$ cat config.mk
export PLATFORM = sky130hd
export DESIGN_NAME = obi_dcache_bridge_flat
export DESIGN_NICKNAME = d
export VERILOG_FILES = /design/src/rtl/obi_dcache_bridge_if.sv /design/src/rtl/obi_dcache_bridge.sv /design/src/flat_wrapper.sv
export SDC_FILE = /design/constraint.sdc
export NUM_CORES = 1
export LEC_CHECK = 0
export ABC_AREA = 1
export BUFFER_PORTS_ARGS = -buffer_cell sky130_fd_sc_hd__buf_2
export CAP_MARGIN = 20
export CORE_ASPECT_RATIO = 1.1
export CORE_MARGIN = 2
export CORE_UTILIZATION = 30
export CTS_BUF_LIST = sky130_fd_sc_hd__clkbuf_4
export DETAILED_ROUTE_END_ITERATION = 7
export PLACE_DENSITY = 0.58
export SLEW_MARGIN = 0
export SYNTH_ARGS = -nofsm -noshare
export SYNTH_HDL_FRONTEND = slang
export SYNTH_SLANG_ARGS = --single-unit
$ cat constraint.sdc
create_clock -name clk_i -period 4.1 [get_ports clk_i]
set_clock_uncertainty 0.2 [all_clocks]
set_input_delay 0.82 -clock clk_i [delete_from_list [all_inputs] [get_ports clk_i]]
set_output_delay 0.82 -clock clk_i [all_outputs]
set_load 0.01 [all_outputs]
$ cat src/rtl/obi_dcache_bridge_if.sv
// OBI data-port bundle between the CPU and the dcache bridge.
// master = CPU side, slave = bridge side.
interface obi_dcache_bridge_if #(
  parameter int ADDR_W = 32,
  parameter int DATA_W = 32
);
  localparam int BE_W = DATA_W / 8;

  logic              req;
  logic              gnt;
  logic              we;
  logic [BE_W-1:0]   be;
  logic [ADDR_W-1:0] addr;
  logic [DATA_W-1:0] wdata;
  logic              rvalid;
  logic [DATA_W-1:0] rdata;
  logic              err;

  modport master (
    output req, we, be, addr, wdata,
    input  gnt, rvalid, rdata, err
  );

  modport slave (
    input  req, we, be, addr, wdata,
    output gnt, rvalid, rdata, err
  );
endinterface

$ cat src/rtl/obi_dcache_bridge.sv
// OBI to dcache_core bridge: tagged outstanding requests, in-order retire,
// drain-then-flush sequencer. Perf counters under DCACHE_BRIDGE_PERF_EN.
module obi_dcache_bridge #(
  parameter int ADDR_W = 32,
  parameter int DATA_W = 32,
  parameter int TAG_W = 11,
  parameter int MAX_OUT = 4,
  parameter logic [ADDR_W-1:0] CACHE_LIMIT = ADDR_W'(32'h8000_0000)
) (
  input  logic                clk_i,
  input  logic                rst_i,
  obi_dcache_bridge_if.slave  obi,
  output logic [ADDR_W-1:0]   mem_addr_o,
  output logic [DATA_W-1:0]   mem_data_wr_o,
  output logic                mem_rd_o,
  output logic [DATA_W/8-1:0] mem_wr_o,
  output logic                mem_cacheable_o,
  output logic [TAG_W-1:0]    mem_req_tag_o,
  output logic                mem_flush_o,
  output logic                mem_invalidate_o,
  output logic                mem_writeback_o,
  input  logic                mem_accept_i,
  input  logic                mem_ack_i,
  input  logic                mem_error_i,
  input  logic [TAG_W-1:0]    mem_resp_tag_i,
  input  logic [DATA_W-1:0]   mem_data_rd_i,
  input  logic                flush_req_i,
  output logic                flush_done_o,
  output logic                protocol_err_o,
  output logic [31:0]         perf_req_cnt_o,
  output logic [31:0]         perf_stall_cnt_o
);
  localparam int PW = $clog2(MAX_OUT);
  localparam int CW = PW + 1;

  typedef enum logic [1:0] {IDLE, DRAIN, FLUSH, DONE} state_t;

  state_t            state;
  logic [PW-1:0]     wr_ptr;
  logic [PW-1:0]     rd_ptr;
  logic [CW-1:0]     cnt;
  logic [MAX_OUT-1:0] slot_vld;
  logic [DATA_W-1:0] slot_data [MAX_OUT];
  logic              slot_err  [MAX_OUT];

  logic              rvalid_q;
  logic [DATA_W-1:0] rdata_q;
  logic              err_q;
  logic              done_q;
  logic              perr_q;

  logic              can_issue;
  logic              grant;
  logic [PW-1:0]     tag_lo;
  logic [PW-1:0]     rel;
  logic              tag_hi_ok;
  logic              in_win;
  logic              ack_ok;
  logic              bypass;
  logic              retire;

  assign can_issue = (state == IDLE) && (cnt < CW'(MAX_OUT));
  assign grant     = obi.req & can_issue & mem_accept_i;

  assign obi.gnt    = grant;
  assign obi.rvalid = rvalid_q;
  assign obi.rdata  = rdata_q;
  assign obi.err    = err_q;

  assign mem_rd_o  = obi.req & ~obi.we & can_issue;
  assign mem_wr_o  = (obi.req & obi.we & can_issue) ? obi.be : '0;
  assign mem_addr_o    = obi.addr;
  assign mem_data_wr_o = obi.wdata;
  assign mem_req_tag_o = TAG_W'(wr_ptr);
  assign mem_cacheable_o  = obi.addr < CACHE_LIMIT;
  assign mem_flush_o      = state == FLUSH;
  assign mem_invalidate_o = 1'b0;
  assign mem_writeback_o  = 1'b0;
  assign flush_done_o     = done_q;
  assign protocol_err_o   = perr_q;

  // An ack is legal only for a tag inside the in-flight window
  // [rd_ptr, rd_ptr+cnt) whose slot has not been filled yet.
  assign tag_lo    = mem_resp_tag_i[PW-1:0];
  assign tag_hi_ok = (mem_resp_tag_i >> PW) == '0;
  assign rel       = tag_lo - rd_ptr;
  assign in_win    = CW'(rel) < cnt;
  assign ack_ok    = mem_ack_i & tag_hi_ok & in_win & ~slot_vld[tag_lo];
  assign bypass    = ack_ok & (tag_lo == rd_ptr);
  assign retire    = slot_vld[rd_ptr] | bypass;

  always_ff @(posedge clk_i) begin
    if (rst_i) begin
      state    <= IDLE;
      wr_ptr   <= '0;
      rd_ptr   <= '0;
      cnt      <= '0;
      slot_vld <= '0;
      rvalid_q <= 1'b0;
      rdata_q  <= '0;
      err_q    <= 1'b0;
      done_q   <= 1'b0;
      perr_q   <= 1'b0;
    end else begin
      if (grant) wr_ptr <= wr_ptr + 1'b1;
      if (retire) rd_ptr <= rd_ptr + 1'b1;
      cnt <= cnt + CW'(grant) - CW'(retire);
      if (ack_ok & ~bypass) slot_vld[tag_lo] <= 1'b1;
      if (retire) slot_vld[rd_ptr] <= 1'b0;
      rvalid_q <= retire;
      if (retire) begin
        rdata_q <= slot_vld[rd_ptr] ? slot_data[rd_ptr] : mem_data_rd_i;
        err_q   <= slot_vld[rd_ptr] ? slot_err[rd_ptr] : mem_error_i;
      end
      perr_q <= perr_q | (mem_ack_i & ~ack_ok);
      done_q <= 1'b0;
      unique case (state)
        IDLE:  if (flush_req_i) state <= DRAIN;
        DRAIN: if (cnt == '0 && !retire) state <= FLUSH;
        FLUSH: if (mem_accept_i) begin
          state  <= DONE;
          done_q <= 1'b1;
        end
        DONE:  state <= IDLE;
        default: state <= IDLE;
      endcase
    end
  end

  always_ff @(posedge clk_i) begin
    if (ack_ok & ~bypass) begin
      slot_data[tag_lo] <= mem_data_rd_i;
      slot_err[tag_lo]  <= mem_error_i;
    end
  end

`ifdef DCACHE_BRIDGE_PERF_EN
  logic [31:0] preq_q;
  logic [31:0] pstall_q;

  always_ff @(posedge clk_i) begin
    if (rst_i) begin
      preq_q   <= '0;
      pstall_q <= '0;
    end else begin
      if (grant) preq_q <= preq_q + 32'd1;
      if (obi.req & ~grant) pstall_q <= pstall_q + 32'd1;
    end
  end

  assign perf_req_cnt_o   = preq_q;
  assign perf_stall_cnt_o = pstall_q;
`else
  assign perf_req_cnt_o   = '0;
  assign perf_stall_cnt_o = '0;
`endif
endmodule

$ cat src/flat_wrapper.sv
// flat-port wrapper written by rule: the top's interface ports become plain ports
module obi_dcache_bridge_flat 
#(
  parameter int ADDR_W = 32,
  parameter int DATA_W = 32,
  parameter int TAG_W = 11,
  parameter int MAX_OUT = 4,
  parameter logic [ADDR_W-1:0] CACHE_LIMIT = ADDR_W'(32'h8000_0000)
)
  (clk_i, rst_i, mem_addr_o, mem_data_wr_o, mem_rd_o, mem_wr_o, mem_cacheable_o, mem_req_tag_o, mem_flush_o, mem_invalidate_o, mem_writeback_o, mem_accept_i, mem_ack_i, mem_error_i, mem_resp_tag_i, mem_data_rd_i, flush_req_i, flush_done_o, protocol_err_o, perf_req_cnt_o, perf_stall_cnt_o, obi_req, obi_we, obi_be, obi_addr, obi_wdata, obi_gnt, obi_rvalid, obi_rdata, obi_err);
  obi_dcache_bridge_if #(.ADDR_W(ADDR_W), .DATA_W(DATA_W)) obi_i ();
  input  logic clk_i;
  input  logic rst_i;
  output logic [ADDR_W-1:0] mem_addr_o;
  output logic [DATA_W-1:0] mem_data_wr_o;
  output logic mem_rd_o;
  output logic [DATA_W/8-1:0] mem_wr_o;
  output logic mem_cacheable_o;
  output logic [TAG_W-1:0] mem_req_tag_o;
  output logic mem_flush_o;
  output logic mem_invalidate_o;
  output logic mem_writeback_o;
  input  logic mem_accept_i;
  input  logic mem_ack_i;
  input  logic mem_error_i;
  input  logic [TAG_W-1:0] mem_resp_tag_i;
  input  logic [DATA_W-1:0] mem_data_rd_i;
  input  logic flush_req_i;
  output logic flush_done_o;
  output logic protocol_err_o;
  output logic [31:0] perf_req_cnt_o;
  output logic [31:0] perf_stall_cnt_o;
  input wire logic [$bits(obi_i.req)-1:0] obi_req;
  input wire logic [$bits(obi_i.we)-1:0] obi_we;
  input wire logic [$bits(obi_i.be)-1:0] obi_be;
  input wire logic [$bits(obi_i.addr)-1:0] obi_addr;
  input wire logic [$bits(obi_i.wdata)-1:0] obi_wdata;
  output wire logic [$bits(obi_i.gnt)-1:0] obi_gnt;
  output wire logic [$bits(obi_i.rvalid)-1:0] obi_rvalid;
  output wire logic [$bits(obi_i.rdata)-1:0] obi_rdata;
  output wire logic [$bits(obi_i.err)-1:0] obi_err;
  assign obi_i.req = obi_req;
  assign obi_i.we = obi_we;
  assign obi_i.be = obi_be;
  assign obi_i.addr = obi_addr;
  assign obi_i.wdata = obi_wdata;
  assign obi_gnt = obi_i.gnt;
  assign obi_rvalid = obi_i.rvalid;
  assign obi_rdata = obi_i.rdata;
  assign obi_err = obi_i.err;
  obi_dcache_bridge #(.ADDR_W(ADDR_W), .DATA_W(DATA_W), .TAG_W(TAG_W), .MAX_OUT(MAX_OUT), .CACHE_LIMIT(CACHE_LIMIT)) u_core (.clk_i(clk_i), .rst_i(rst_i), .obi(obi_i), .mem_addr_o(mem_addr_o), .mem_data_wr_o(mem_data_wr_o), .mem_rd_o(mem_rd_o), .mem_wr_o(mem_wr_o), .mem_cacheable_o(mem_cacheable_o), .mem_req_tag_o(mem_req_tag_o), .mem_flush_o(mem_flush_o), .mem_invalidate_o(mem_invalidate_o), .mem_writeback_o(mem_writeback_o), .mem_accept_i(mem_accept_i), .mem_ack_i(mem_ack_i), .mem_error_i(mem_error_i), .mem_resp_tag_i(mem_resp_tag_i), .mem_data_rd_i(mem_data_rd_i), .flush_req_i(flush_req_i), .flush_done_o(flush_done_o), .protocol_err_o(protocol_err_o), .perf_req_cnt_o(perf_req_cnt_o), .perf_stall_cnt_o(perf_stall_cnt_o));
endmodule
==> reports/summary.log, run 1 <==
[outcome] status complete, no violations
[global_routing] maximum number of pins on one net before global-route repair 68
[route] total number of vias 5503
[logic_synthesis] Seq/Total Area, Yosys 57.0%
[worst_setup_path] Most Frequent Cell on Critical Path sky130_fd_sc_hd__ha_1
[global_routing] remaining global-route overflow 0
[worst_setup_path] Reg-to-Reg Start u_core.rd_ptr[0]
[cts] post-CTS setup buffer count 0
[logic_synthesis] Synth Warn # 0
[worst_setup_path] setup slack, reg-to-reg 0.93 ns
[cts] post-cts gate resize count 0
[run] max capacitance violation total 0
[sta] normalized max-slew margin 38.4%
[sta] RSZ-0062 raised after global routing no
[power_and_ir_drop] worst ir drop on vdd 0.000149 V
[cts] CTS Buf Count 17
[worst_setup_path] CP Capture Point u_core.cnt[2]
[power_and_ir_drop] overall power 0.00330 W
[sta] crit path time final 3.17 ns
[cts] post-cts hold buffer count 0
[power_and_ir_drop] Lkg Pwr 3.70 nW
[place] placed inst area 0.00887 mm²
[route] number of nets with antenna violations after routing 0
[sta] Post-Route Hold Slack 0.259 ns
[logic_synthesis] main area contributors after synthesis sky130_fd_sc_hd__edfxtp_1 45%, sky130_fd_sc_hd__buf_4 12%, sky130_fd_sc_hd__dfxtp_1 12%
[cts] H-tree lvl count 4
[global_routing] vias in the first global route 5199
[floorplanning] area of the die 0.0305 mm²
[route] drt total wl 18.8 mm
[route] wire per inst 14.9 µm
[power_and_ir_drop] Cell Pwr Density 359 mW/mm²
[sta] maximum clock rate 0.316 GHz
[logic_synthesis] async set-or-reset flop fraction in the synthesized netlist 0%
[global_routing] first-pass GRT wire length 28.7 mm
[worst_setup_path] largest stage delay on the critical path 0.58 ns
[floorplanning] starting utilization of the core area 30.4%
[worst_setup_path] category of the most critical setup path reg2reg
[worst_setup_path] maximum fanout count along the critical path 11
[route] residual DRC count 0
[logic_synthesis] share of Yosys cell area claimed by the top area cell type 45.4%
[logic_synthesis] flip-flop and latch count after synthesis 183
[logic_synthesis] synthesized area per cell 10.3 µm²
[place] DP HPWL 12.3 mm
[floorplanning] overall die height 183 µm
[worst_setup_path] kind of end point of the critical path flop
[worst_setup_path] cell at the slowest stage of the critical path sky130_fd_sc_hd__dfxtp_1
[cts] clock input transition at the sequential cells of the worst setup and hold paths 0.19 ns
[floorplanning] die span in x 167 µm
[route] first-pass iteration count of the detailed router 4
[cts] CTS Buffer Depth 2
[finish] cell area after layout 0.00921 mm²
[cts] clock insertion delay at the later pin of the skew report 0.57 ns
[worst_setup_path] crit-path cells ha_1 -> xnor2_1 -> inv_1 -> ha_1 -> nand3_1 -> nand2_1 -> nor2_2 -> nand3_2 -> nand2_2 -> ha_1 -> inv_1 -> ha_1 -> inv_1 -> fa_1 -> xor2_1 -> o21ai_0 -> a21oi_1
[logic_synthesis] library cell occupying the most area in the post-synthesis netlist sky130_fd_sc_hd__edfxtp_1
[logic_synthesis] number of instances in the synthesized netlist 852
[finish] Final nets 1014
[place] IO Port Bufs 102
[floorplanning] # IOs 304
[finish] share of layout cells above drive strength 1 17.7%
[finish] Layout area overhead 5.34%
[logic_synthesis] most instantiated flip-flop cell in the synthesis netlist sky130_fd_sc_hd__edfxtp_1
[worst_setup_path] kind of start point of the critical path flop
[logic_synthesis] leading cell type by number of instances after synthesis sky130_fd_sc_hd__buf_4
[min_path] class of the most critical hold timing path in2reg
[worst_setup_path] Crit Reg-Reg Endpoint u_core.cnt[2]
[sta] number of pins exceeding their max-slew limit in the final report 0
[worst_setup_path] Crit. Startpoint u_core.rd_ptr[0]
[place] RD Place Congestion 0.725
[sta] slew at the pin with the worst max-slew slack 0.924 ns
[cts] clock root buffer master sky130_fd_sc_hd__clkbuf_4
[sta] Period Utilization, post-route 77.2%
[sta] final count of hold timing violations 0
[worst_setup_path] critical path data arrival time 3.49 ns
[global_routing] number of antenna violations at the first check in global routing 1
[global_routing] global router's overall resource usage 12.3%
[route] mean number of vias per cell 4.35
[worst_setup_path] Req. time, crit path 4.43 ns
[logic_synthesis] number of flops mapped to enable cells by yosys 132
[logic_synthesis] leading post-synthesis cells by instance count 145 x sky130_fd_sc_hd__buf_4, 140 x sky130_fd_sc_hd__nor2_1, 132 x sky130_fd_sc_hd__edfxtp_1, 88 x sky130_fd_sc_hd__o21ai_0, 73 x sky130_fd_sc_hd__inv_1
[floorplanning] Core Footprint 0.0287 mm²
[cts] Clock Sink Count 183
[floorplanning] floorplan row count 65
[cts] CTS tree yes
[sta] final setup violation count 0
[logic_synthesis] post-synthesis cell type count 30
[route] initial detailed-routing violation count 290
[worst_setup_path] Worst Reg-to-Reg Cells 17
[logic_synthesis] Syn Std Cell Area 0.00874 mm²
-- how the worst min path moves through the flow --
stage	startpoint	end	slack, ns	depth (start not counted)
global route	mem_data_rd_i[8]	u_core.slot_data[1][8]	0.17	1
finish	mem_data_rd_i[8]	u_core.slot_data[1][8]	0.26	1
global placement	u_core.cnt[2]	u_core.cnt[2]	0.26	1
CTS	mem_data_rd_i[16]	u_core.slot_data[1][16]	0.19	1
floorplan	u_core.cnt[2]	u_core.cnt[2]	0.24	1
detailed placement	u_core.cnt[2]	u_core.cnt[2]	0.27	1
-- kinds of logic after synthesis --
| kind of cell | Yosys count | synth area share (%) |
|---|---|---|
| muxes | 33 | 3.78 |
| other | 1 | 0.0429 |
| DFF | 183 | 57.0 |
| AOI/OAI and AO/OA | 153 | 9.29 |
| adders and majority gates | 13 | 1.95 |
| and+or+nand+nor | 215 | 9.65 |
| xor gates and xnor gates | 3 | 0.301 |
| buffers and inverters | 251 | 18.0 |
-- per-layer routing --
metal	GRT usage (%)	vias up	part of all wire [%]
li1	-	2706	-
met5	0	-	0
met2	21.5	165	50
met3	2.87	58	5.4
met1	14.3	2574	41
met4	5.69	0	3.4
-- metrics by stage --
step / TNS, ns / std cells / setup WS [ns] / util, %
2_1_floorplan: -4.69 / 926 / -0.0355 / -
3_3_place_gp: 0 / 1230 / 0.485 / 30.9
3_5_place_dp: 0 / 1230 / 0.440 / 30.9
4_1_cts: 0 / 1262 / 0.910 / 31.9
5_1_grt: 0 / 1266 / 0.672 / 32.1
6_report: 0 / 1266 / 0.935 / 32.1
-- final cells by class --
| class | instances | area [µm²] |
|---|---|---|
| fillers | 2991 | 19500 |
| flip-flops and latches | 183 | 4990 |
| multi-input cells | 492 | 2500 |
| repair buffers | 113 | 663 |
| well taps | 368 | 460 |
| inverters | 75 | 282 |
| clock inverters | 15 | 175 |
| clock buffers | 17 | 128 |
| diodes | 3 | 7.51 |
-- report_power, final --
group	switching [W]	total (W)	internal, W	leakage [nW]
registers	0.0000136	0.00201	0.00200	1.60
logic	0.000181	0.000278	0.0000963	1.94
clock network	0.000725	0.00102	0.000292	0.160
total	0.000920	0.00330	0.00238	3.70
-- cells in the final DEF (no fill, tap or decap), types with 6 or more instances in the layout --
cell and count:
sky130_fd_sc_hd__clkbuf_4 17, sky130_fd_sc_hd__inv_8 6, sky130_fd_sc_hd__buf_4 6, sky130_fd_sc_hd__o22ai_1 34, sky130_fd_sc_hd__ha_1 12, sky130_fd_sc_hd__buf_2 102
sky130_fd_sc_hd__mux2i_1 33, sky130_fd_sc_hd__inv_1 73, sky130_fd_sc_hd__a21oi_1 9, sky130_fd_sc_hd__nand2_1 57, sky130_fd_sc_hd__edfxtp_1 132, sky130_fd_sc_hd__dfxtp_1 49
sky130_fd_sc_hd__o21ai_0 88, sky130_fd_sc_hd__nand3_1 8, sky130_fd_sc_hd__conb_1 75, sky130_fd_sc_hd__o21ai_1 21, sky130_fd_sc_hd__nor2_1 136
-- worst max-delay path, delay by kind of cell, from the launching register on --
kind | cells | cell delay (ns)
DFF | 1 | 0.58
buffers and inverters | 3 | 0.16
and+or+nand+nor | 5 | 0.48
xor gates and xnor gates | 2 | 0.28
adders and majority gates | 5 | 1.21
AOI/OAI and AO/OA | 2 | 0.23
-- sequential cells by signal, indices dropped and copies added (netlist names), named ones only --
name and flops:
u_core.slot_err 4, u_core.state 2, u_core.obi.err 1, u_core.slot_vld 4
u_core.flush_done_o 1, u_core.wr_ptr 2, u_core.obi.rvalid 1, u_core.slot_data 128
u_core.obi.rdata 32, u_core.protocol_err_o 1, u_core.cnt 3, u_core.rd_ptr 2
Power figures use the tool's default switching activity.
==> run 2: changes to the inputs <==
- PLACE_DENSITY: 0.58 -> 0.57
- clock period: 4.1 -> 3 ns (I/O delays scaled with it)
==> reports/summary.log, run 2 (synthesis gave the netlist of run 1 again) <==
[power_and_ir_drop] proportion of power drawn by the clock network 32.2%
[route] wire per inst 14.9 µm
[min_path] class of the most critical hold timing path in2reg
[global_routing] remaining global-route overflow 0
[power_and_ir_drop] sequential share of power 58.9%
[outcome] status complete, no violations
[finish] largest reg by FF count u_core.slot_data
[power_and_ir_drop] Cell Pwr Density 486 mW/mm²
[cts] H-tree lvl count 4
[finish] Layout area overhead 9.84%
[route] mean number of vias per cell 4.34
[sta] slew at the pin with the worst max-slew slack 0.697 ns
[global_routing] vias in the first global route 5172
[cts] clock insertion delay at the later pin of the skew report 0.57 ns
[worst_setup_path] maximum fanout count along the critical path 2
[cts] Clock Sink Count 183
[route] residual DRC count 0
[worst_setup_path] kind of end point of the critical path flop
[floorplanning] Core Footprint 0.0287 mm²
[power_and_ir_drop] worst ir drop on vdd 0.000252 V
[finish] commonest cells after routing, fill and taps aside 136 x sky130_fd_sc_hd__nor2_1, 132 x sky130_fd_sc_hd__edfxtp_1, 102 x sky130_fd_sc_hd__buf_2
[power_and_ir_drop] switching share of total power 26.4%
[cts] CTS Buf Count 17
[worst_setup_path] Req. time, crit path 3.29 ns
[floorplanning] floorplan row count 65
[sta] total negative setup slack 0 ns
[floorplanning] starting utilization of the core area 30.4%
[global_routing] number of antenna violations at the first check in global routing 3
[finish] Final nets 1048
[sta] number of pins exceeding their max-slew limit in the final report 0
[place] IO Port Bufs 102
[sta] normalized max-slew margin 53.6%
[floorplanning] overall die height 183 µm
[finish] Largest register FFs 128
[worst_setup_path] kind of start point of the critical path flop
[floorplanning] die span in x 167 µm
[sta] crit path time final 2.84 ns
[global_routing] global router's overall resource usage 12.4%
[power_and_ir_drop] combinational cell fraction of total power 8.9%
[worst_setup_path] critical path data arrival time 3.13 ns
[cts] CTS tree yes
[power_and_ir_drop] overall power 0.00466 W
[cts] clock input transition at the sequential cells of the worst setup and hold paths 0.18 ns
[sta] final count of hold timing violations 0
[power_and_ir_drop] cell-internal power 0.00343 W
[route] total number of vias 5640
[power_and_ir_drop] switching pwr 0.00123 W
[floorplanning] area of the die 0.0305 mm²
[route] number of nets with antenna violations after routing 0
[route] drt total wl 19.4 mm
[power_and_ir_drop] Lkg Pwr 3.86 nW
[place] RD Place Congestion 0.777
[worst_setup_path] category of the most critical setup path reg2reg
[floorplanning] # IOs 304
[place] DP HPWL 12.6 mm
[sta] Period Utilization, post-route 94.7%
[sta] final setup violation count 0
[place] post-placement setup slack -0.252 ns
[finish] most frequent standard cell in the layout excluding fill and tap cells sky130_fd_sc_hd__nor2_1
[route] initial detailed-routing violation count 243
[run] max capacitance violation total 0
[cts] CTS Buffer Depth 2
[sta] final setup slack of the worst path 0.159 ns
[sta] maximum clock rate 0.352 GHz
[route] first-pass iteration count of the detailed router 4
[global_routing] first-pass GRT wire length 29.1 mm
[global_routing] maximum number of pins on one net before global-route repair 68
[cts] clock root buffer master sky130_fd_sc_hd__clkbuf_4
[finish] share of layout cells above drive strength 1 19.7%
-- run 2: layout make-up --
class	instances	area, µm²
fill	2938	19100
clock inverter	15	203
antenna	3	7.51
tap	368	460
clock buffer	17	128
multi-input combinational	492	2540
sequential	183	4990
timing repair buffer	147	981
inverter	75	282
-- run 2: timing repair --
action                                 4_1_cts  5_1_grt
hold buffers                                18        0
gates resized for setup                      0        4
setup buffers                                0        2
endpoints found under the hold margin       52        0
setup endpoints to repair                    0        1
-- run 2: worst paths after layout --
check                           depth (start not counted)             startpoint  slack (ns)                     end
worst max-delay path                                   17       u_core.rd_ptr[0]        0.16           u_core.cnt[2]
worst min-delay path                                    1       mem_data_rd_i[4]        0.07  u_core.slot_data[1][4]
worst max register to register                         17       u_core.rd_ptr[0]        0.16           u_core.cnt[2]
worst min register to register                          2  u_core.protocol_err_o        0.28   u_core.protocol_err_o
-- run 2: worst max-delay path, stage by stage (launching register included) --
cell	delay (ns)
sky130_fd_sc_hd__dfxtp_2	0.37
sky130_fd_sc_hd__ha_1	0.18
sky130_fd_sc_hd__xnor2_1	0.15
sky130_fd_sc_hd__inv_1	0.06
sky130_fd_sc_hd__ha_1	0.26
sky130_fd_sc_hd__nand3_1	0.06
sky130_fd_sc_hd__nand2_1	0.07
sky130_fd_sc_hd__nor2_2	0.14
sky130_fd_sc_hd__nand3_2	0.09
sky130_fd_sc_hd__nand2_2	0.10
sky130_fd_sc_hd__ha_4	0.20
sky130_fd_sc_hd__inv_2	0.06
sky130_fd_sc_hd__ha_4	0.12
sky130_fd_sc_hd__inv_2	0.03
sky130_fd_sc_hd__fa_2	0.35
sky130_fd_sc_hd__xor2_2	0.16
sky130_fd_sc_hd__o21ai_1	0.12
sky130_fd_sc_hd__a21oi_1	0.05
-- run 2: power groups by stage --
stage | clock (W) | combinational (W) | sequential, W
2_1_floorplan | 0 | 0.000414 | 0.00281
3_3_place_gp | 0 | 0.000384 | 0.00280
3_5_place_dp | 0 | 0.000396 | 0.00281
4_1_cts | 0.00158 | 0.000416 | 0.00275
5_1_grt | 0.00165 | 0.000473 | 0.00275
6_report | 0.00150 | 0.000413 | 0.00275
-- run 2: metal layers --
layer  routed length (µm)  track usage, %  vias up  part of all wire [%]
met5                    0               0        -                     0
met1                 7930            14.3     2658                    41
met4                  781            6.48        0                   4.0
met3                 1190            3.50       73                   6.2
met2                 9460            21.1      148                    49
li1                     -               -     2761                     -
-- run 2: stage by stage --
stage | cell area [µm²] | util [%] | cells | hold WS, ns
after floorplan | 9090 | - | 926 | 0.247
after global placement | 9050 | 31.5 | 1245 | 0.248
after detailed placement | 9050 | 31.5 | 1245 | 0.250
after CTS | 9560 | 33.3 | 1295 | 0.000684
after global routing | 9600 | 33.4 | 1299 | 0.00759
final | 9600 | 33.4 | 1300 | 0.0714
==> run 3: changes to the inputs <==
- REMOVE_ABC_BUFFERS: unset -> 1
==> reports/summary.log, run 3 (synthesis gave the netlist of run 1 again) <==
[route] drt total wl 22.9 mm
[sta] crit path time final 2.89 ns
[worst_setup_path] Most Frequent Cell on Critical Path sky130_fd_sc_hd__ha_4
[power_and_ir_drop] Cell Pwr Density 473 mW/mm²
[sta] normalized max-slew margin 53.4%
[finish] commonest cells after routing, fill and taps aside 136 x sky130_fd_sc_hd__nor2_1, 132 x sky130_fd_sc_hd__edfxtp_1, 102 x sky130_fd_sc_hd__buf_2
[cts] CTS tree yes
[finish] Layout area overhead 9.13%
[sta] maximum clock rate 0.345 GHz
[cts] Clock Sink Count 183
[worst_setup_path] category of the most critical setup path reg2reg
[sta] number of pins exceeding their max-slew limit in the final report 0
[global_routing] first-pass GRT wire length 33.1 mm
[place] IO Port Bufs 102
[cts] clock root buffer master sky130_fd_sc_hd__clkbuf_4
[sta] final setup violation count 0
[worst_setup_path] CP bufs+invs 3
[sta] final count of hold timing violations 0
[worst_setup_path] critical path data arrival time 3.15 ns
[finish] Largest register FFs 128
[cts] clock insertion delay at the later pin of the skew report 0.56 ns
[worst_setup_path] cell at the slowest stage of the critical path sky130_fd_sc_hd__dfxtp_4
[worst_setup_path] kind of end point of the critical path flop
[route] number of nets with antenna violations after routing 0
[floorplanning] die span in x 167 µm
[route] wire per inst 17.7 µm
[power_and_ir_drop] proportion of power drawn by the clock network 30.1%
[finish] share of layout cells above drive strength 1 20.5%
[route] mean number of vias per cell 4.44
[place] Cell Count Post-Placement 1246
[floorplanning] overall die height 183 µm
[finish] Final nets 1041
[sta] slew at the pin with the worst max-slew slack 0.699 ns
[floorplanning] floorplan row count 65
[floorplanning] # IOs 304
[power_and_ir_drop] worst ir drop on vdd 0.000231 V
[cts] clock input transition at the sequential cells of the worst setup and hold paths 0.16 ns
[power_and_ir_drop] sequential share of power 60.9%
[worst_setup_path] crit-path cells xor2_2 -> xnor2_1 -> inv_1 -> ha_4 -> nand3_2 -> nand2_2 -> nor2_4 -> nand3_2 -> nand2_2 -> ha_4 -> inv_2 -> ha_4 -> inv_2 -> fa_2 -> xor2_2 -> o21ai_2 -> a21oi_1
[floorplanning] area of the die 0.0305 mm²
[finish] final standard cell count with taps included and fillers excluded 1293
[global_routing] maximum number of pins on one net before global-route repair 68
[place] RD Place Congestion 0.805
[global_routing] vias in the first global route 5064
[route] total number of vias 5739
[worst_setup_path] top cell family by delay on the critical path adder cells
[power_and_ir_drop] overall power 0.00451 W
[floorplanning] Core Footprint 0.0287 mm²
[floorplanning] starting utilization of the core area 30.4%
[finish] largest reg by FF count u_core.slot_data
[cts] CTS Buf Count 17
[outcome] status complete, no violations
[global_routing] GR met3 Demand/Resource 10.1%
[place] DP HPWL 15.4 mm
[power_and_ir_drop] switching share of total power 26.2%
[power_and_ir_drop] combinational cell fraction of total power 9.0%
[finish] most frequent standard cell in the layout excluding fill and tap cells sky130_fd_sc_hd__nor2_1
[run] max capacitance violation total 0
[global_routing] global router's overall resource usage 14.8%
[power_and_ir_drop] Lkg Pwr 3.83 nW
[min_path] class of the most critical hold timing path in2reg
[global_routing] met2 track demand over resource 21.7%
[sta] RSZ-0062 raised after global routing yes
[global_routing] busiest grt layer met2
[finish] count of fill cells added during filler insertion 2948
[power_and_ir_drop] cell-internal power 0.00333 W
[worst_setup_path] largest stage delay on the critical path 0.39 ns
[sta] Period Utilization, post-route 96.5%
[worst_setup_path] maximum fanout count along the critical path 2
[worst_setup_path] kind of start point of the critical path flop
[route] initial detailed-routing violation count 457
[cts] CTS Buffer Depth 2
[route] first-pass iteration count of the detailed router 6
[worst_setup_path] Req. time, crit path 3.25 ns
[route] residual DRC count 0
[cts] H-tree lvl count 4
[global_routing] met1 capacity usage during global routing 17.4%
[power_and_ir_drop] switching pwr 0.00118 W
[global_routing] remaining global-route overflow 0
[global_routing] number of antenna violations at the first check in global routing 3
-- run 3: final timing paths --
check | startpoint | to | slack [ns] | cells past startpoint
max | u_core.rd_ptr[1] | u_core.cnt[2] | 0.11 | 17
min | mem_data_rd_i[13] | u_core.slot_data[2][13] | 0.07 | 1
max reg2reg | u_core.rd_ptr[1] | u_core.cnt[2] | 0.11 | 17
min reg2reg | u_core.wr_ptr[0] | u_core.wr_ptr[0] | 0.30 | 2
-- run 3: cell type report --
class / count / area, µm² / area share [%]
clock buffer: 17 / 128 / 1.34
tap: 368 / 460 / 4.83
clock inverter: 15 / 153 / 1.60
sequential: 183 / 4990 / 52.4
inverter: 75 / 282 / 2.95
antenna: 3 / 7.51 / 0.0787
timing repair buffer: 140 / 941 / 9.86
multi-input combinational: 492 / 2570 / 27.0
-- run 3: stage by stage --
stage	hold WS (ns)	setup WS (ns)	instance area [µm²]	TNS (ns)	util [%]
6_report	0.0690	0.105	9540	0	33.2
3_3_place_gp	0.252	-0.339	9060	-1.59	31.6
2_1_floorplan	0.244	-1.13	7730	-137.27	-
5_1_grt	-0.000167	-0.0240	9540	-0.0240	33.2
3_5_place_dp	0.274	-0.427	9060	-3.91	31.6
4_1_cts	0.00000683	0.00120	9390	0	32.7
-- run 3: repair_timing --
item / in CTS / in global routing
hold buffers: 3 / 5
pin swaps: 1 / 10
hold endpoints to repair: 10 / 16
setup endpoints to repair: 1 / 1
buffers inserted: 1 / 3
gates resized for setup: 4 / 13
-- run 3: routing by layer --
layer  part of all wire [%]  up-vias
met3                     14       25
met1                     41     2632
li1                       -     2748
met4                   0.92        8
met2                     43      326
met5                   0.82        -
-- run 3: power groups by stage --
stage          clock network [W]  registers [W]  logic (W)
6_report                 0.00136        0.00275   0.000404
5_1_grt                  0.00151        0.00275   0.000464
4_1_cts                  0.00142        0.00275   0.000387
3_5_place_dp                   0        0.00280   0.000381
3_3_place_gp                   0        0.00280   0.000375
2_1_floorplan                  0        0.00280   0.000240
